`src/rtl/proc_pkg.sv`:
```
// Shared processor constants: module-select codes, arbiter state, widths.
package proc_pkg;

    localparam int DATA_W_DEF = 256;
    localparam int ADDR_W_DEF = 12;

    localparam logic [3:0] MainMemEn    = 4'd0;
    localparam logic [3:0] InstrMemEn   = 4'd1;
    localparam logic [3:0] MatrixAluEn  = 4'd2;
    localparam logic [3:0] IntegerAluEn = 4'd3;
    localparam logic [3:0] ExecuteEn    = 4'd4;

    typedef enum logic [1:0] {
        IDLE,
        ACCESS,
        DONE
    } arb_state_e;

endpackage

```
`src/rtl/rr_picker.sv`:
```
// Combinational round-robin selector: first set request after last winner.
module rr_picker #(
    parameter int NREQ = 2,
    parameter int IW   = $clog2(NREQ)
) (
    input  logic [NREQ-1:0] req_i,
    input  logic [IW-1:0]   last_i,
    output logic            any_o,
    output logic [IW-1:0]   winner_o
);

    logic          hi_found;
    logic [IW-1:0] hi_idx;
    logic [IW-1:0] lo_idx;

    // Descending scan leaves the lowest index above and at-or-below last.
    always_comb begin
        hi_found = 1'b0;
        hi_idx   = '0;
        lo_idx   = '0;
        for (int j = NREQ - 1; j >= 0; j--) begin
            if (req_i[j]) begin
                if (IW'(j) > last_i) begin
                    hi_found = 1'b1;
                    hi_idx   = IW'(j);
                end else begin
                    lo_idx = IW'(j);
                end
            end
        end
        any_o    = |req_i;
        winner_o = hi_found ? hi_idx : lo_idx;
    end

endmodule

```
`src/rtl/main_mem_arbiter.sv`:
```
// Round-robin arbiter sharing the Main Memory port among NREQ requesters.
module main_mem_arbiter
    import proc_pkg::*;
#(
    parameter int NREQ   = 2,
    parameter int DATA_W = DATA_W_DEF,
    parameter int ADDR_W = ADDR_W_DEF
) (
    input  logic                     Clk,
    input  logic                     nReset,
    input  logic [NREQ-1:0]          Req,
    input  logic [NREQ-1:0]          ReqWrite,
    input  logic [NREQ*ADDR_W-1:0]   ReqAddr,
    input  logic [NREQ*DATA_W-1:0]   ReqData,
    output logic [NREQ-1:0]          Grant,
    output logic [NREQ-1:0]          Done,
    output logic [DATA_W-1:0]        RdData,
    output logic [15:0]              address,
    output logic                     nRead,
    output logic                     nWrite,
    output logic [DATA_W-1:0]        MemDataIn,
    input  logic [DATA_W-1:0]        MemDataOut
);

    localparam int IW = $clog2(NREQ);

    arb_state_e        state_q;
    logic [IW-1:0]     last_q;
    logic              wr_q;

    logic              any;
    logic [IW-1:0]     pick;
    logic [NREQ-1:0]   sel_gnt;
    logic              sel_wr;
    logic [ADDR_W-1:0] sel_addr;
    logic [DATA_W-1:0] sel_data;

    rr_picker #(
        .NREQ (NREQ),
        .IW   (IW)
    ) u_pick (
        .req_i    (Req),
        .last_i   (last_q),
        .any_o    (any),
        .winner_o (pick)
    );

    always_comb begin
        sel_gnt  = '0;
        sel_wr   = 1'b0;
        sel_addr = '0;
        sel_data = '0;
        for (int j = 0; j < NREQ; j++) begin
            if (pick == IW'(j)) begin
                sel_gnt[j] = 1'b1;
                sel_wr     = ReqWrite[j];
                sel_addr   = ReqAddr[j*ADDR_W +: ADDR_W];
                sel_data   = ReqData[j*DATA_W +: DATA_W];
            end
        end
    end

    always_ff @(posedge Clk or negedge nReset) begin
        if (!nReset) begin
            state_q   <= IDLE;
            last_q    <= IW'(NREQ - 1);
            wr_q      <= 1'b0;
            Grant     <= '0;
            Done      <= '0;
            RdData    <= '0;
            address   <= '0;
            nRead     <= 1'b1;
            nWrite    <= 1'b1;
            MemDataIn <= '0;
        end else begin
            unique case (state_q)
                IDLE: begin
                    Done <= '0;
                    if (any) begin
                        state_q   <= ACCESS;
                        last_q    <= pick;
                        wr_q      <= sel_wr;
                        Grant     <= sel_gnt;
                        address   <= {MainMemEn, 12'(sel_addr)};
                        nRead     <= sel_wr;
                        nWrite    <= !sel_wr;
                        MemDataIn <= sel_wr ? sel_data : '0;
                    end
                end
                ACCESS: begin
                    if (!wr_q) begin
                        RdData <= MemDataOut;
                    end
                    // Grant still holds the one-hot winner, reuse it for Done.
                    Done      <= Grant;
                    Grant     <= '0;
                    address   <= '0;
                    nRead     <= 1'b1;
                    nWrite    <= 1'b1;
                    MemDataIn <= '0;
                    state_q   <= DONE;
                end
                DONE: begin
                    Done    <= '0;
                    state_q <= IDLE;
                end
                default: state_q <= IDLE;
            endcase
        end
    end

endmodule
```
`config.mk`:
```
export PLATFORM = sky130hd
export DESIGN_NAME = main_mem_arbiter
export DESIGN_NICKNAME = d
export VERILOG_FILES = /design/src/rtl/proc_pkg.sv /design/src/rtl/rr_picker.sv /design/src/rtl/main_mem_arbiter.sv
export SDC_FILE = /design/constraint.sdc
export NUM_CORES = 1
export LEC_CHECK = 0
export ABC_AREA = 1
export ABC_CLOCK_PERIOD_IN_PS = 3960
export CORE_AREA = 2 2 524 526
export CTS_CLUSTER_SIZE = 12
export DETAILED_ROUTE_END_ITERATION = 16
export DIE_AREA = 0 0 526 528
export PLACE_DENSITY_LB_ADDON = 0.2
export SYNTH_ARGS = -nofsm -noshare
export SYNTH_HDL_FRONTEND = slang
export SYNTH_SLANG_ARGS = --single-unit
```
`constraint.sdc`:
```
create_clock -name Clk -period 3.96 [get_ports Clk]
set_input_delay 0.792 -clock Clk [delete_from_list [all_inputs] [get_ports Clk]]
set_output_delay 0.792 -clock Clk [all_outputs]
set_load 0.05 [all_outputs]
```
==> impl_metrics.csv, run 1 <==
group,metric,value,unit
sta,tns,0,ps
worst_setup_path,worstPathMaxFanout,2,
sta,slew_headroom,17.1,%
grt,grt_overflow,0,
die,io_pins,1332,
synth,synth_top_area_cell,"dfrtp_1",
layout,area_growth,80.6,%
routing,num_vias,28100,
routing,drtIter0Drc,1802,
routing,postRouteAntennaNets,0,
pwr,ir_drop,0.000494,V
die,start_util,9.21,%
clocking,insertion_delay,680,ps
layout,final_cells,8102,
grt,grt_pass1_wl,261000,um
synth,post_synth_instance_area,25100,um^2
pwr,leakage,19.1,nW
synth,synth-edff-count,0,
pwr,powerDensity,943,nW/um^2
clocking,cts_setup_buffers,0,
clocking,cts.sinks,534,
layout,fillers,30900,
pwr,power,0.0427,W
worst_setup_path,arrival,2180,ps
worst_setup_path,cp_num_buf_inv,1,
worst_setup_path,worstRegToRegCells,6,
die,num_rows,192,
worst_setup_path,worstPathRequired,3170,ps
layout,post-route-util,16.6,%
synth,yosysUniqueCellTypes,19,
synth,synthTopCellsByCount,"1311 x nand2_1, 541 x nand3_1, 531 x dfrtp_1",
worst_setup_path,ff2ff_setup_slack,1460,ps
sta,finalHoldViolations,0,
placement,io_buffers,1327,
worst_setup_path,startpoint_type,"flop",
die,core,272000,um^2
placement,gp_congestion,0.941,
clocking,cts_resized,0,
synth,ys_seq_area_share,53.3,%
synth,synth_top_area_share,53.0,%
clocking,root_buffer,"clkbuf_16",
synth,synthCells,3217,
routing,drc,0,
grt,grt_pass1_vias,28900,
synth,yosysWarnings,0,
worst_setup_path,crit_type,"flop to primary output",
clocking,clockBufferDepth,3,
layout,layout-drive-gt1-share,5.08,%
die,die_area,278000,um^2
clocking,path_clk_slew,60,ps
layout,seqCellArea,13400,um^2
worst_setup_path,timing.rr.end,"MemDataIn[129]",
clocking,cts_tree,"built",
worst_setup_path,worstPathCellList,"clkdlybuf4s50_1",
run,drv_cap,0,
synth,synth_area_per_cell,7.80,um^2
clocking,postCtsHoldBufs,0,
sta,fmax,0.336,GHz
grt,antenna_found_initial,96,
hold_path,hold_path_class,"primary input to asynchronous set/reset pin",
outcome,status,"finished, final reports clean",
worst_setup_path,critical_path_depth,1,
routing,dr.pass1.iters,7,
routing,wire_per_inst,24.1,um
placement,dp_hpwl,155000,um
clocking,h-tree-depth,3,
synth,synth.area.top_cells,"dfrtp_1 53%, nand2_1 20%, nand3_1 11%",
clocking,cts_buffers,78,
worst_setup_path,rr_startpoint,"state_q[0]",
synth,synth_most_common_cell,"nand2_1",
worst_setup_path,cp_slowest_cell,"clkdlybuf4s50_1",
routing,wirelength,195000,um
routing,via_per_inst,3.47,
sta,fin_crit_sh,75.1,%
layout,nNetsFinal,5222,
synth,ys_ff_latch,534,
die,die_y,528,um
worst_setup_path,crit_family,"buffers and inverters",
sta,whs,131,ps
sta,tightest_slew,1240,ps
placement,placed_cells,7933,
die,die_w,526,um
sta,rsz0062_at_grt,"false",
sta,period_needed,2970,ps
layout,multiInputGateArea,10400,um^2
grt,grt_usage,13.5,%
sta,drv_slew,0,
sta,setup_violations,0,
worst_setup_path,endpoint_kind,"primary output",
worst_setup_path,slowest_delay,1120,ps
synth,ys.flop_type,"dfrtp_1",
sta,clock_skew,32.2,ps
synth,async_reset_ff_share,100,%
grt,grt_max_degree,179,
[layout by cell type (no fill, tap or decap), types with 5 or more instances in the layout]
cell type / synthesis / layout
o21ai_0: 264 / 264
buf_12: 0 / 32
clkdlybuf4s50_1: 0 / 1320
clkbuf_8: 0 / 18
diode_2: 0 / 27
nand3_1: 541 / 540
clkinv_2: 0 / 9
buf_4: 18 / 61
nand2_1: 1311 / 1311
inv_1: 11 / 11
nand2_8: 0 / 5
clkbuf_16: 0 / 79
o21ai_1: 252 / 252
dfrtp_1: 531 / 530
clkbuf_1: 93 / 22
[flip-flops by register name (all words and copies together), names as in the netlist]
register   cells
nRead          1
last_q         1
state_q        2
wr_q           1
MemDataIn    256
nWrite         1
address       12
RdData       256
Done           2
Grant          2
[per-stage QoR]
stage	setup slack, ps	area (um^2)
final	985	45300
after global routing	800	45300
after CTS	804	45200
after detailed placement	544	42600
after global placement	585	42600
after floorplan	2210	25100
[worst max path at each step]
stage	to	start	slack [ps]
floorplan	MemDataIn[100]	Req[1]	2210
global placement	MemDataIn[9]	Req[0]	590
detailed placement	MemDataIn[9]	Req[0]	540
CTS	Done[0]	Done[0]	800
global route	RdData[29]	RdData[29]	800
finish	MemDataIn[189]	MemDataIn[189]	990
[area by class of cell]
type / instances / share of cell area, %
diodes: 27 / 0.149
clock buffers: 119 / 5.09
clock inverters: 23 / 0.677
inverters: 12 / 0.0994
multi-input cells: 2383 / 22.9
flip-flops and latches: 534 / 29.5
well taps: 3589 / 9.91
repair buffers: 1415 / 31.7
[cells by family (layout without fill, tap and decap cells)]
| kind of cell | count (synthesis) | after routing | synth area share [%] |
|---|---|---|---|
| AO/OA/AOI/OAI | 518 | 518 | 10.3 |
| buffers and inverters | 303 | 1569 | 5.69 |
| AND/OR/NAND/NOR | 1861 | 1861 | 30.7 |
| flip-flops | 534 | 534 | 53.3 |
| other | 1 | 31 | 0.0150 |
[where the power goes]
| part | internal [W] | switching (W) |
|---|---|---|
| clock network | 0.00425 | 0.00302 |
| registers | 0.00808 | 0.00167 |
| logic | 0.00724 | 0.0185 |
[metal layers]
metal	vias up	wire length [um]	global-route usage [%]
li1	13000	-	-
met1	13700	81000	16.1
met2	1215	89200	21.6
met3	226	20700	6.26
met4	32	4210	3.64
met5	-	196	0
(Power assumes the default switching activity.)
==> inputs of run 2 (changes only) <==
- ABC_CLOCK_PERIOD_IN_PS: 3960 -> 2400
- clock period: 3.96 -> 2.4 ns (I/O delays scaled with it)
==> run 2 against run 1 <==
  * Register-to-register slack got worse by 1200 ps
  * Critical endpoint is now RdData[187]
  * Highest routed layer unchanged
  * Clock power rose by 60%
  * Worst hold slack gained 200 ps
  * Sequential share of layout area about the same
==> impl_metrics.csv, run 2 (same netlist as run 1, synthesis figures left out) <==
group,metric,value,unit
grt,grt_usage,13.7,%
sta,fmax,0.434,GHz
routing,wirelength,198000,um
sta,period_needed,2300,ps
grt,grt_pass1_wl,264000,um
grt,grt_overflow,0,
sta,tightest_slew,678,ps
die,io_pins,1332,
worst_setup_path,worstPathCellList,"clkdlybuf4s50_1",
pwr,leakage,20.8,nW
layout,final_cell_mix,"1311 x nand2_1, 814 x clkdlybuf4s50_1, 540 x nand3_1, 530 x dfrtp_1, 382 x dlygate4sd2_1",
worst_setup_path,startpoint_type,"flop",
clocking,root_buffer,"clkbuf_16",
die,start_util,9.21,%
sta,rsz0062_at_grt,"false",
die,num_rows,192,
worst_setup_path,crit_type,"flop to primary output",
sta,slew_headroom,54.8,%
routing,num_vias,28400,
die,die_w,526,um
die,die_y,528,um
layout,layout_commonest_cell,"nand2_1",
clocking,clockBufferDepth,3,
placement,gp_congestion,0.925,
grt,grt_pass1_vias,29200,
worst_setup_path,worstPathRequired,1920,ps
pwr,powerDensity,1520,nW/um^2
grt,grt_max_degree,102,
sta,drv_slew,0,
sta,setup_violations,0,
sta,whs,335,ps
clocking,h-tree-depth,3,
routing,dr.pass1.iters,5,
routing,postRouteAntennaNets,0,
worst_setup_path,crit_family,"buffers and inverters",
placement,io_buffers,1327,
run,drv_cap,0,
hold_path,hold_path_class,"primary input to flop",
worst_setup_path,slowest_delay,800,ps
clocking,cts_tree,"built",
layout,nNetsFinal,5306,
sta,clock_skew,26.3,ps
worst_setup_path,worstPathMaxFanout,2,
routing,wire_per_inst,24.2,um
grt,antenna_found_initial,101,
clocking,path_clk_slew,50,ps
worst_setup_path,ff2ff_setup_slack,310,ps
routing,via_per_inst,3.47,
die,core,272000,um^2
outcome,status,"finished, final reports clean",
die,die_area,278000,um^2
placement,dp_hpwl,161000,um
layout,area_growth,80.4,%
routing,drtIter0Drc,1665,
worst_setup_path,arrival,1820,ps
clocking,cts_setup_buffers,0,
layout,layout-drive-gt1-share,9.43,%
sta,fin_crit_sh,95.9,%
sta,tns,0,ps
worst_setup_path,cp_num_buf_inv,1,
worst_setup_path,endpoint_kind,"primary output",
routing,drc,0,
pwr,ir_drop,0.000648,V
clocking,insertion_delay,690,ps
clocking,cts_buffers,78,
worst_setup_path,cp_slowest_cell,"clkdlybuf4s50_1",
sta,finalHoldViolations,0,
layout,reg_top3,"MemDataIn: 256 flops, RdData: 256 flops, address: 12 flops",
clocking,cts.sinks,534,
run 2: tightest hold or removal path: cells and delay by family:
| family | cells | cell delay, ps |
|---|---|---|
| simple gates | 2 | 100 |
| buf+inv | 1 | 400 |
run 2: timing repair:
action                                 in CTS  in global routing
endpoints found under the hold margin      25                  0
gates resized for setup                   382                  1
setup endpoints to repair                 382                  1
hold buffers                                1                  0
gates cloned                                0                  0
run 2: through the flow:
step                power, W  instance area (um^2)  utilization [%]  std cells  setup slack [ps]
floorplan             0.0403                 25100                -       3220               965
global placement      0.0603                 43200             15.8       8016              41.2
detailed placement    0.0603                 43200             15.8       8016              4.04
CTS                   0.0703                 45200             16.6       8150            0.0229
global route          0.0729                 45200             16.6       8154              4.62
finish                0.0689                 45300             16.6       8175              97.6
run 2: final timing paths:
| path | from | endpoint | cells past startpoint |
|---|---|---|---|
| setup / recovery | RdData[187] | RdData[187] | 1 |
| hold / removal | MemDataOut[59] | RdData[59] | 3 |
| setup reg to reg | state_q[1] | RdData[122] | 7 |
| hold reg to reg | RdData[202] | RdData[202] | 2 |
| max in group asynchronous | nReset | nRead | 4 |
| min in group asynchronous | nReset | RdData[168] | 2 |
run 2: power breakdown:
part / switching [W] / total, W / leakage [nW] / internal [W]
Combinational: 0.0308 / 0.0412 / 12.8 / 0.0104
Clock: 0.00491 / 0.0116 / 1.21 / 0.00673
Sequential: 0.00274 / 0.0161 / 6.83 / 0.0133
run 2: final cells by class:
type,count,area (um^2)
well taps,3589,4490
repair buffers,1499,14400
inverters,12,45.0
clock inverters,23,250
fillers,31000,227000
clock buffers,110,2240
multi-input cells,2383,10400
diodes,25,62.6
flip-flops and latches,534,13400
run 2: per-layer routing:
layer,vias up,global-route usage [%],share of wire (%)
met4,44,3.54,2.7
met5,-,0,0.14
met2,1217,22.2,46
met1,13700,16.3,41
li1,13200,-,-
met3,263,6.25,10
